### src/rtl/pipe_skid_reg_defs.sv
// Width macros shared by every pipeline stage; stage fields are packed into the payload.
`ifndef PIPE_SKID_REG_DEFS_SV
`define PIPE_SKID_REG_DEFS_SV

`define DATA_WIDTH   32
`define PC_WIDTH     32
`define INSTR_WIDTH  32
`define REGIDX_WIDTH 5
`define IFID_WIDTH   (`PC_WIDTH + `INSTR_WIDTH)
`define IDEX_WIDTH   (`PC_WIDTH + 2 * `DATA_WIDTH + `REGIDX_WIDTH)
`define EXMEM_WIDTH  (2 * `DATA_WIDTH + `REGIDX_WIDTH)
`define MEMWB_WIDTH  (`DATA_WIDTH + `REGIDX_WIDTH)

`endif

### src/rtl/pipe_skid_reg_pkg.sv
// Shared types for the pipeline stage register: slot operations and entry counting.
package pipe_skid_reg_pkg;

  typedef enum logic [1:0] {
    SLOT_HOLD  = 2'd0,
    SLOT_LOAD  = 2'd1,
    SLOT_CLEAR = 2'd2
  } slot_op_e;

  localparam int unsigned MAX_ENTRIES = 2;
  localparam int unsigned COUNT_W     = 2;

  function automatic logic [COUNT_W-1:0] f_entry_count(input logic a, input logic b);
    return {1'b0, a} + {1'b0, b};
  endfunction

endpackage

### src/rtl/pipe_slot.sv
// One storage entry of the stage register: valid bit plus payload, optionally zeroed on invalidate.
module pipe_slot
  import pipe_skid_reg_pkg::*;
#(
  parameter int DATA_W          = 32,
  parameter bit CLEAR_ON_BUBBLE = 1'b1
) (
  input  logic              clk,
  input  logic              rst_n,
  input  slot_op_e          op_i,
  input  logic [DATA_W-1:0] data_i,
  output logic              valid_o,
  output logic [DATA_W-1:0] data_o
);

  logic              r_valid;
  logic [DATA_W-1:0] r_data;

  always_ff @(posedge clk or negedge rst_n) begin
    if (!rst_n) begin
      r_valid <= 1'b0;
      r_data  <= '0;
    end else begin
      case (op_i)
        SLOT_LOAD: begin
          r_valid <= 1'b1;
          r_data  <= data_i;
        end
        SLOT_CLEAR: begin
          r_valid <= 1'b0;
          if (CLEAR_ON_BUBBLE) r_data <= '0;
        end
        default: begin
        end
      endcase
    end
  end

  assign valid_o = r_valid;
  assign data_o  = r_data;

endmodule

### src/rtl/pipe_skid_reg.sv
// Valid/ready pipeline stage register with optional skid entry so in_ready_o can be registered.
`ifndef PIPE_SKID_REG_DEFS_SV
`include "pipe_skid_reg_defs.sv"
`endif

module pipe_skid_reg
  import pipe_skid_reg_pkg::*;
#(
  parameter int DATA_W          = `DATA_WIDTH,
  parameter bit SKID            = 1'b1,
  parameter bit CLEAR_ON_BUBBLE = 1'b1
) (
  input  logic              clk,
  input  logic              rst_n,
  input  logic              flush_i,
  input  logic              in_valid_i,
  output logic              in_ready_o,
  input  logic [DATA_W-1:0] in_data_i,
  output logic              out_valid_o,
  input  logic              out_ready_i,
  output logic [DATA_W-1:0] out_data_o,
  output logic [1:0]        count_o
);

  logic              w_main_valid;
  logic [DATA_W-1:0] w_main_data;
  logic              w_skid_valid;
  logic [DATA_W-1:0] w_skid_data;
  logic              w_in_xfer;
  logic              w_out_xfer;
  slot_op_e          w_main_op;
  slot_op_e          w_skid_op;
  logic [DATA_W-1:0] w_main_din;

  assign w_in_xfer  = in_valid_i & in_ready_o & ~flush_i;
  assign w_out_xfer = w_main_valid & out_ready_i & ~flush_i;

  // Main refills from skid first so order is preserved; otherwise it takes the new input.
  always_comb begin
    w_main_op  = SLOT_HOLD;
    w_main_din = in_data_i;
    if (flush_i) begin
      w_main_op = SLOT_CLEAR;
    end else if (w_out_xfer) begin
      if (w_skid_valid) begin
        w_main_op  = SLOT_LOAD;
        w_main_din = w_skid_data;
      end else if (w_in_xfer) begin
        w_main_op = SLOT_LOAD;
      end else begin
        w_main_op = SLOT_CLEAR;
      end
    end else if (w_in_xfer && !w_main_valid) begin
      w_main_op = SLOT_LOAD;
    end
  end

  always_comb begin
    w_skid_op = SLOT_HOLD;
    if (flush_i) begin
      w_skid_op = SLOT_CLEAR;
    end else if (w_out_xfer && w_skid_valid) begin
      w_skid_op = w_in_xfer ? SLOT_LOAD : SLOT_CLEAR;
    end else if (w_in_xfer && w_main_valid && !w_out_xfer) begin
      w_skid_op = SLOT_LOAD;
    end
  end

  pipe_slot #(
    .DATA_W         (DATA_W),
    .CLEAR_ON_BUBBLE(CLEAR_ON_BUBBLE)
  ) u_main (
    .clk    (clk),
    .rst_n  (rst_n),
    .op_i   (w_main_op),
    .data_i (w_main_din),
    .valid_o(w_main_valid),
    .data_o (w_main_data)
  );

  generate
    if (SKID) begin : g_skid
      pipe_slot #(
        .DATA_W         (DATA_W),
        .CLEAR_ON_BUBBLE(CLEAR_ON_BUBBLE)
      ) u_skid (
        .clk    (clk),
        .rst_n  (rst_n),
        .op_i   (w_skid_op),
        .data_i (in_data_i),
        .valid_o(w_skid_valid),
        .data_o (w_skid_data)
      );
      // Ready depends only on slot state, breaking the out_ready_i timing path.
      assign in_ready_o = ~w_skid_valid;
    end else begin : g_no_skid
      assign w_skid_valid = 1'b0;
      assign w_skid_data  = '0;
      assign in_ready_o   = ~w_main_valid | out_ready_i;
    end
  endgenerate

  assign out_valid_o = w_main_valid;
  assign out_data_o  = w_main_data;
  assign count_o     = f_entry_count(w_main_valid, w_skid_valid);

endmodule

### config.mk
export PLATFORM = sky130hd
export DESIGN_NAME = pipe_skid_reg
export DESIGN_NICKNAME = d
export VERILOG_FILES = /design/src/rtl/pipe_skid_reg_pkg.sv /design/src/rtl/pipe_slot.sv /design/src/rtl/pipe_skid_reg.sv
export VERILOG_INCLUDE_DIRS = /design/src /design/src/rtl
export SDC_FILE = /design/constraint.sdc
export NUM_CORES = 1
export LEC_CHECK = 0
export ABC_AREA = 0
export BUFFER_PORTS_ARGS = -buffer_cell sky130_fd_sc_hd__buf_4
export CAP_MARGIN = 25
export CORE_UTILIZATION = 40
export CTS_CLUSTER_SIZE = 20
export DETAILED_ROUTE_END_ITERATION = 6
export SETUP_SLACK_MARGIN = 0.4
export SYNTH_ARGS = -nofsm -noshare
export SYNTH_HDL_FRONTEND = slang
export SYNTH_SLANG_ARGS = --single-unit
### constraint.sdc
create_clock -name clk -period 1.85 [get_ports clk]
set_input_delay 0.37 -clock clk [delete_from_list [all_inputs] [get_ports clk]]
set_output_delay 0.37 -clock clk [all_outputs]
set_load 0.01 [all_outputs]
* Word level (Yosys, flattened, before mapping)
Cells that the tools add are included.
** Word-level totals
- Bits of input ports :: 37
- Bits in registers :: 66
- Output and inout port bits :: 36
- Word-level logic and storage cells :: 38
** Operators by class
- Bitwise gates (word level) :: 6
- Equality and inequality tests :: 4
- Reduce and logical (&&, ||, !) cells :: 8
- Multiplexer cells :: 15
- Add/sub/neg operators :: 1
** Operators by type and width (number)
- 32-bit one-hot mux with 2 select lines :: 2
- 32-bit two-way mux :: 3
- 2-bit two-way mux :: 6
- 1-bit AND :: 4
- 2-bit by 1-bit equality test with 1-bit output, second input constant :: 2
- 2-bit equality test, second input constant :: 2
- 1-bit logical AND :: 4
- 1-bit one-hot mux with 2 select lines :: 2
- 2-bit nonzero test :: 2
- 1-bit by 1-bit adder with 2-bit output :: 1
- 1-bit logical NOT :: 2
- 1-bit two-way mux :: 2
- 1-bit NOT :: 2

* Logic depth before layout (Yosys ltp)
Gate-level depths: netlist (run 1).
- Depth in word-level cells :: 10
- Mapped depth :: 9
- Depth with buffers taken out :: 6

* Hierarchy
From an unflattened synthesis (run 1), not the netlist that was laid out.
** Unflattened totals
- Cells, all modules :: 334
- Area total of the unflattened synthesis :: 3437.0 sq um
** By module, submodules not included
- pipe_slot :: area each 1420.1 sq um, cells each 144, times used 2, sequential area each 825.8 sq um
- pipe_skid_reg :: area each 596.8 sq um, cells each 46, times used 1, sequential area each 0.0 sq um

* Least setup slack after synthesis (run 1)
Ideal clock, no wire load.
- Path type :: register to register
- Start point :: reg u_main.r_valid, in the netlist u_main.valid_o
- End point :: reg u_main.r_data[0], in the netlist u_main.data_o[0]
- Clock period less this slack :: 1859 ps
- Path buffers :: 2
- Data required time :: 1773 ps
- Stages on the path, launching flop included :: 9
- Setup time :: 77 ps
- Arrival time :: 1782 ps
- Setup slack :: -9 ps
- Cell sequence :: dfrtp_1 inv_1 nor2_1 a31o_2 ha_1 buf_2 or2_4 clkbuf_1 o21ai_1
** On the way
- Cells in the longest elaborated chain, start to end :: 7
- Elaborated cells between the ends (all ways) :: 13
- Those cells by class :: eq/ne (2); mux (6); bitwise (2); reduce/logical (3)
** RTL lines
- from (decl) :: line pipe_slot.sv:16 : logic r_valid;
- from (signal assigned) :: line pipe_slot.sv:21 : r_valid <= 1'b0;
- from (signal assigned) :: line pipe_slot.sv:26 : r_valid <= 1'b1;
- from (signal assigned) :: line pipe_slot.sv:30 : r_valid <= 1'b0;
- 1-bit logical NOT :: line pipe_skid_reg.sv:53 : end else if (w_in_xfer && !w_main_valid) begin
- 1-bit logical AND :: line pipe_skid_reg.sv:53
- 1-bit two-way mux :: line pipe_skid_reg.sv:53
- 2-bit two-way mux :: line pipe_skid_reg.sv:44 : end else if (w_out_xfer) begin
- 2-bit two-way mux :: line pipe_skid_reg.sv:42 : if (flush_i) begin
- 2-bit equality test or 2-bit by 1-bit equality test with 1-bit output (tied branches) :: line pipe_slot.sv:24 : case (op_i)
- 32-bit one-hot mux with 2 select lines or 2-bit nonzero test (tied branches)
- to (signal assigned) :: line pipe_slot.sv:27 : r_data <= data_i;
- to (decl) :: line pipe_slot.sv:17 : logic [DATA_W-1:0] r_data;
Parallel ways exist; a longest one is shown, timed or not.
A chain may end at the register's enable or synchronous reset.

* Worst setup path in the final report (run 1)
- Start point :: reg u_main.r_valid, in the netlist u_main.valid_o
- End point :: reg u_main.r_data[30], in the netlist u_main.data_o[30]
The elaborated chain is that of the path after synthesis.

==> flow_metrics.tcl, run 1 <==
set metrics [dict create \
    seq_area_frac_synth_pct 54.4 \
    rsz0062_at_grt "true" \
    drive_above_1_share_pct 37.0 \
    crit_type "flop to flop" \
    fin_cells 485 \
    synth_top_cells_by_area "dfrtp_1, mux2i_1, nand2_1" \
    slew-limit-headroom_pct 69.4 \
    skew_ns 0.00764 \
    setup_viol 0 \
    vias 2434 \
    clockBufferDepth 2 \
    die_h_um 89.1 \
    fill_cells 661 \
    synth-seq-cells 66 \
    synth_area_per_cell_sq_um 10.2 \
    grt_pass1_vias 2164 \
    drt-total-wl_mm 7.68 \
    p_leak_nw 2.16 \
    track_usage_pct 19.0 \
    peakVddDrop_mv 0.738 \
    ant_nets 0 \
    ys_types 23 \
    postLayoutSetupSlackWorst_ns 0.231 \
    dr.pass1.iters 4 \
    drcViolationCount 0 \
    core_area_sq_um 7290 \
    max_slew.worst_pin.slew_ns 0.460 \
    syn_inst 297 \
    critPathCaptureType "flop" \
    cp.required_ns 2.12 \
    final_nets 422 \
    antenna-diode-count 0 \
    antenna_found_initial 0 \
    period_minus_slack_ns 1.62 \
    stdcell_area_sq_um 4240 \
    ioPinCount 73 \
    tns_ns 0 \
    rows 31 \
    die_x_um 89.1 \
    dp_slack_ns 0.0571 \
    globalplace.congestion 0.692 \
    regArea_sq_um 1650 \
    hold_viol 0 \
    yosysTopAreaCell "dfrtp_1" \
    dp.final_hpwl_mm 4.21 \
    yosys_warnings 0 \
    post-route-period-util_pct 87.5 \
    power_density_nw_per_um2 1320 \
    synth_area_sq_um 3030 \
    port-buffer-count 72 \
    htree_num_levels 3 \
    cts_tree "done" \
    synth_top_area_share_pct 54.4 \
    cts_buffers 9 \
    clkLatencyLatePin_ns 0.35 \
    worstPathMaxFanout 8 \
    drtIter0Drc 123 \
    wl_per_cell_um 15.8 \
    dp.cells 454 \
    hp-class "input pin to flop" \
    multi_input_area_sq_um 1410 \
    overflow 0 \
    status "finished clean" \
    grt_first_pass_wirelength_mm 11.0 \
    grt_max_degree 46 \
    synth.net_count 338 \
    clockRootBuffer "clkbuf_8" \
    fmax_ghz 0.618 \
    placed_area_sq_um 3670 \
    cts.sinks 66 \
    start_util_pct 41.6 \
    slew_viol_final 0 \
    cp-start-kind "flop" \
    cp.arrival_ns 1.89 \
    vias_per_cell 5.02 \
    clk_pin_slew_ns 0.08 \
    die-area_sq_um 7940 \
    p_total_mw 5.58 \
    maxCapViolCount 0 \
    area_growth_pct 39.6 \
]
## layer usage
layer  wire length [um]  track usage (%)
met1               3810             26.7
met2               3450             28.6
met3                298             3.69
met4                120             8.23
met5                  0                0
## final timing paths
kind | start | endpoint | slack, ns | cells past startpoint
max in group asynchronous | rst_n | u_main.data_o[20]$_DFFE_PN0P_ | 0.78 | 3
max | u_main.valid_o$_DFFE_PN0P_ | u_main.data_o[30]$_DFFE_PN0P_ | 0.23 | 6
min in group asynchronous | rst_n | g_skid.u_skid.data_o[15]$_DFFE_PN0P_ | 0.51 | 2
max reg2reg | u_main.valid_o$_DFFE_PN0P_ | u_main.data_o[30]$_DFFE_PN0P_ | 0.23 | 6
min | in_data_i[6] | g_skid.u_skid.data_o[6]$_DFFE_PN0P_ | 0.27 | 3
min reg2reg | g_skid.u_skid.data_o[23]$_DFFE_PN0P_ | g_skid.u_skid.data_o[23]$_DFFE_PN0P_ | 0.48 | 2
## logic make-up (layout without fill, tap and decap cells)
logic type | Yosys count | in the layout | share of synthesized area (%)
multiplexers | 34 | 34 | 11.2
adder cells (fa/ha/maj) | 4 | 4 | 1.65
buffers and inverters | 24 | 110 | 5.61
AO/OA/AOI/OAI | 67 | 67 | 11.3
AND/OR/NAND/NOR | 102 | 105 | 15.8
flip-flops | 66 | 66 | 54.4
## Yosys cell counts, drive strengths merged
library cell and n:
dfrtp 66, nand2 64, o21ai 64, mux2i 34, nand2b 33, clkbuf 13, buf 6, ha 4
inv 3, dlygate4sd1 2, nor2 2, a21oi 1, a31o 1, nand3 1, nand4b 1, o221ai 1
or2 1
## metrics by stage
| stage | util, % | hold WS, ns |
|---|---|---|
| after floorplan | - | 0.0744 |
| after detailed placement | 50.4 | 0.351 |
| final | 58.1 | 0.275 |
| after global placement | 50.4 | 0.352 |
| after CTS | 54.4 | 0.273 |
| after global routing | 58.1 | 0.275 |
## registers in the layout, indices dropped and copies added, names as in the netlist
signal and flops:
u_main.valid_o 1, g_skid.u_skid.valid_o 1, g_skid.u_skid.data_o 32, u_main.data_o 32
## repair_timing
item                                    4_1_cts  5_1_grt
gates resized for setup                      15       29
buffers inserted                              2        4
pin swaps                                     4        5
hold buffers                                  1        0
endpoints found under the hold margin        32        0
endpoints found under the setup margin       68       70
cloned                                        3        5
## placed cells by master (no fill, tap or decap), types with 3 or more instances in the layout
cell type  count
buf_12         4
buf_4         76
buf_6          5
clkbuf_16      4
clkbuf_8      12
clkinv_2       3
dfrtp_1       64
ha_4           4
mux2i_1       34
nand2_1       61
nand2b_1      30
nand2b_4       3
o21ai_1       49
o21ai_2       13
or2_4          4
## worst max-delay path, stage by stage, from the launching register on
cell     delay, ns
dfrtp_2       0.46
inv_4         0.10
nor2_4        0.05
a31o_2        0.22
ha_4          0.26
or2_4         0.31
o21ai_1       0.14
## final cells by class
type                            count  share of cell area, %
Multi-Input combinational cell    210                   33.3
Inverter                            3                  0.325
Clock inverter                      5                   1.24
Timing Repair Buffer               91                   19.6
Tap cell                           99                   2.92
Clock buffer                       11                   3.57
Sequential cell                    66                   39.1
## where the power goes
part,internal [mW],switching [mW]
Combinational,1.11,1.05
Clock,0.689,0.578
Sequential,1.88,0.279
Note: power is estimated with default switching activity, not from simulation.
==> inputs of run 2 (changes only) <==
--- a/config.mk
+++ b/config.mk
@@ -9,10 +9,14 @@
 export ABC_AREA = 0
 export BUFFER_PORTS_ARGS = -buffer_cell sky130_fd_sc_hd__buf_4
 export CAP_MARGIN = 25
-export CORE_UTILIZATION = 40
+export CELL_PAD_IN_SITES_DETAIL_PLACEMENT = 0
+export CELL_PAD_IN_SITES_GLOBAL_PLACEMENT = 1
+export CORE_UTILIZATION = 37
 export CTS_CLUSTER_SIZE = 20
 export DETAILED_ROUTE_END_ITERATION = 6
+export PLACE_DENSITY_LB_ADDON = 0.1
 export SETUP_SLACK_MARGIN = 0.4
+export SLEW_MARGIN = 20
 export SYNTH_ARGS = -nofsm -noshare
 export SYNTH_HDL_FRONTEND = slang
 export SYNTH_SLANG_ARGS = --single-unit
==> run 2 against run 1 <==
Compared with the run above: total power fell by 2.2%; register-to-register slack worse by 0.03 ns; die area increased by 7.9%; routed wire length decreased by 1.5%; clock power decreased by 8%; first-iteration DRC count shrank 8.9%; non-clock buffer count is 3 lower; combinational power barely moved; critical path type unchanged; critical endpoint is now u_main.data_o[14]$_DFFE_PN0P_; largest power group unchanged.
==> flow_metrics.tcl, run 2 (synthesized netlist as in run 1, its figures left out) <==
set metrics [dict create \
    peakVddDrop_mv 0.645 \
    start_util_pct 38.7 \
    die-area_sq_um 8570 \
    final.hold.worst_slack_ns 0.292 \
    antenna_found_initial 0 \
    cp.required_ns 2.12 \
    slew-limit-headroom_pct 70.1 \
    fmax_ghz 0.608 \
    max_slew.worst_pin.slew_ns 0.448 \
    drive_above_1_share_pct 33.4 \
    crit_start "u_main.valid_o$_DFFE_PN0P_" \
    cts_buffers 9 \
    die_x_um 92.6 \
    fill_cells 746 \
    p_total_mw 5.45 \
    dp.final_hpwl_mm 4.20 \
    grt_first_pass_wirelength_mm 12.0 \
    period_minus_slack_ns 1.64 \
    setup_viol 0 \
    grt_max_degree 35 \
    rows 32 \
    final_nets 419 \
    clk_pin_slew_ns 0.08 \
    cts_tree "done" \
    power_density_nw_per_um2 1320 \
    cp.arrival_ns 1.91 \
    skew_ns 0.00673 \
    cp-start-kind "flop" \
    drtIter0Drc 112 \
    clockBufferDepth 2 \
    clkLatencyLatePin_ns 0.34 \
    area_growth_pct 35.8 \
    hold_viol 0 \
    postLayoutSetupSlackWorst_ns 0.206 \
    cts.sinks 66 \
    dr.pass1.iters 4 \
    layout_common_cells "buf_4, dfrtp_1, nand2_1" \
    ioPinCount 73 \
    grt_pass1_vias 2305 \
    rsz0062_at_grt "true" \
    clockRootBuffer "clkbuf_8" \
    slew_viol_final 0 \
    die_h_um 92.6 \
    utilization_pct 52.5 \
    wl_per_cell_um 15.6 \
    core_area_sq_um 7850 \
    min-delay-start "in_data_i[7]" \
    drcViolationCount 0 \
    globalplace.congestion 0.684 \
    rr_startpoint "u_main.valid_o$_DFFE_PN0P_" \
    layout_commonest_cell "buf_4" \
    ant_nets 0 \
    track_usage_pct 18.6 \
    htree_num_levels 3 \
    status "finished clean" \
    overflow 0 \
    antenna-diode-count 0 \
    hp-class "input pin to flop" \
    vias 2376 \
    crit_type "flop to flop" \
    port-buffer-count 72 \
    dp_slack_ns 0.0627 \
    post-route-period-util_pct 88.9 \
    drt-total-wl_mm 7.56 \
    p_leak_nw 2.10 \
    vias_per_cell 4.90 \
    worstPathMaxFanout 8 \
    tns_ns 0 \
    maxCapViolCount 0 \
    critPathCaptureType "flop" \
]
run 2: stage by stage:
step	cells	instance area, sq um
final	485	4120
after global routing	485	4120
after CTS	481	4000
after detailed placement	458	3710
after global placement	458	3710
after floorplan	297	3170
run 2: cell type report:
cell class                 instances  area [sq um]  area share (%)
inverter                           3          11.3           0.273
sequential                        66          1650            40.1
clock buffer                      10           128            3.10
multi-input combinational        210          1350            32.8
timing repair buffer              88           793            19.3
clock inverter                     6          57.6            1.40
tap                              102           128            3.10
run 2: critical path, cell delays in order, from the launching register on:
cell and delay (ns):
dfrtp_1 0.40, inv_2 0.08, buf_4 0.15, o221ai_4 0.19
ha_4 0.27, or2_4 0.34, o21ai_1 0.14
run 2: power breakdown:
group          switching (mW)  leakage, nW  internal, mW  total (mW)
sequential              0.263        0.852          1.88        2.14
clock                   0.559       0.0958         0.613        1.17
combinational            1.06         1.15          1.08        2.14
run 2: routing by layer:
metal  global-route usage, %  routed length, um  vias up
met1                    25.2               3600     1157
met5                       0                  0        -
met2                    29.3               3510       57
met4                    4.30                 50        0
li1                        -                  -     1158
met3                    5.50                402        4
run 2: what timing repair did:
action	in CTS	in global routing
cloned	4	2
pin swaps	5	4
hold buffers	1	0
resized for setup	9	12
setup buffers	2	2
hold endpoints to repair	28	0
setup endpoints to repair	68	68
run 2: path summary, 6_finish.rpt:
| check | to | slack (ns) | cells after the start |
|---|---|---|---|
| min in group asynchronous | u_main.data_o[19]$_DFFE_PN0P_ | 0.51 | 2 |
| hold reg to reg | g_skid.u_skid.data_o[23]$_DFFE_PN0P_ | 0.49 | 2 |
| setup reg to reg | u_main.data_o[14]$_DFFE_PN0P_ | 0.21 | 6 |
| setup / recovery | u_main.data_o[14]$_DFFE_PN0P_ | 0.21 | 6 |
| max in group asynchronous | g_skid.u_skid.data_o[4]$_DFFE_PN0P_ | 0.83 | 3 |
| hold / removal | g_skid.u_skid.data_o[7]$_DFFE_PN0P_ | 0.29 | 3 |
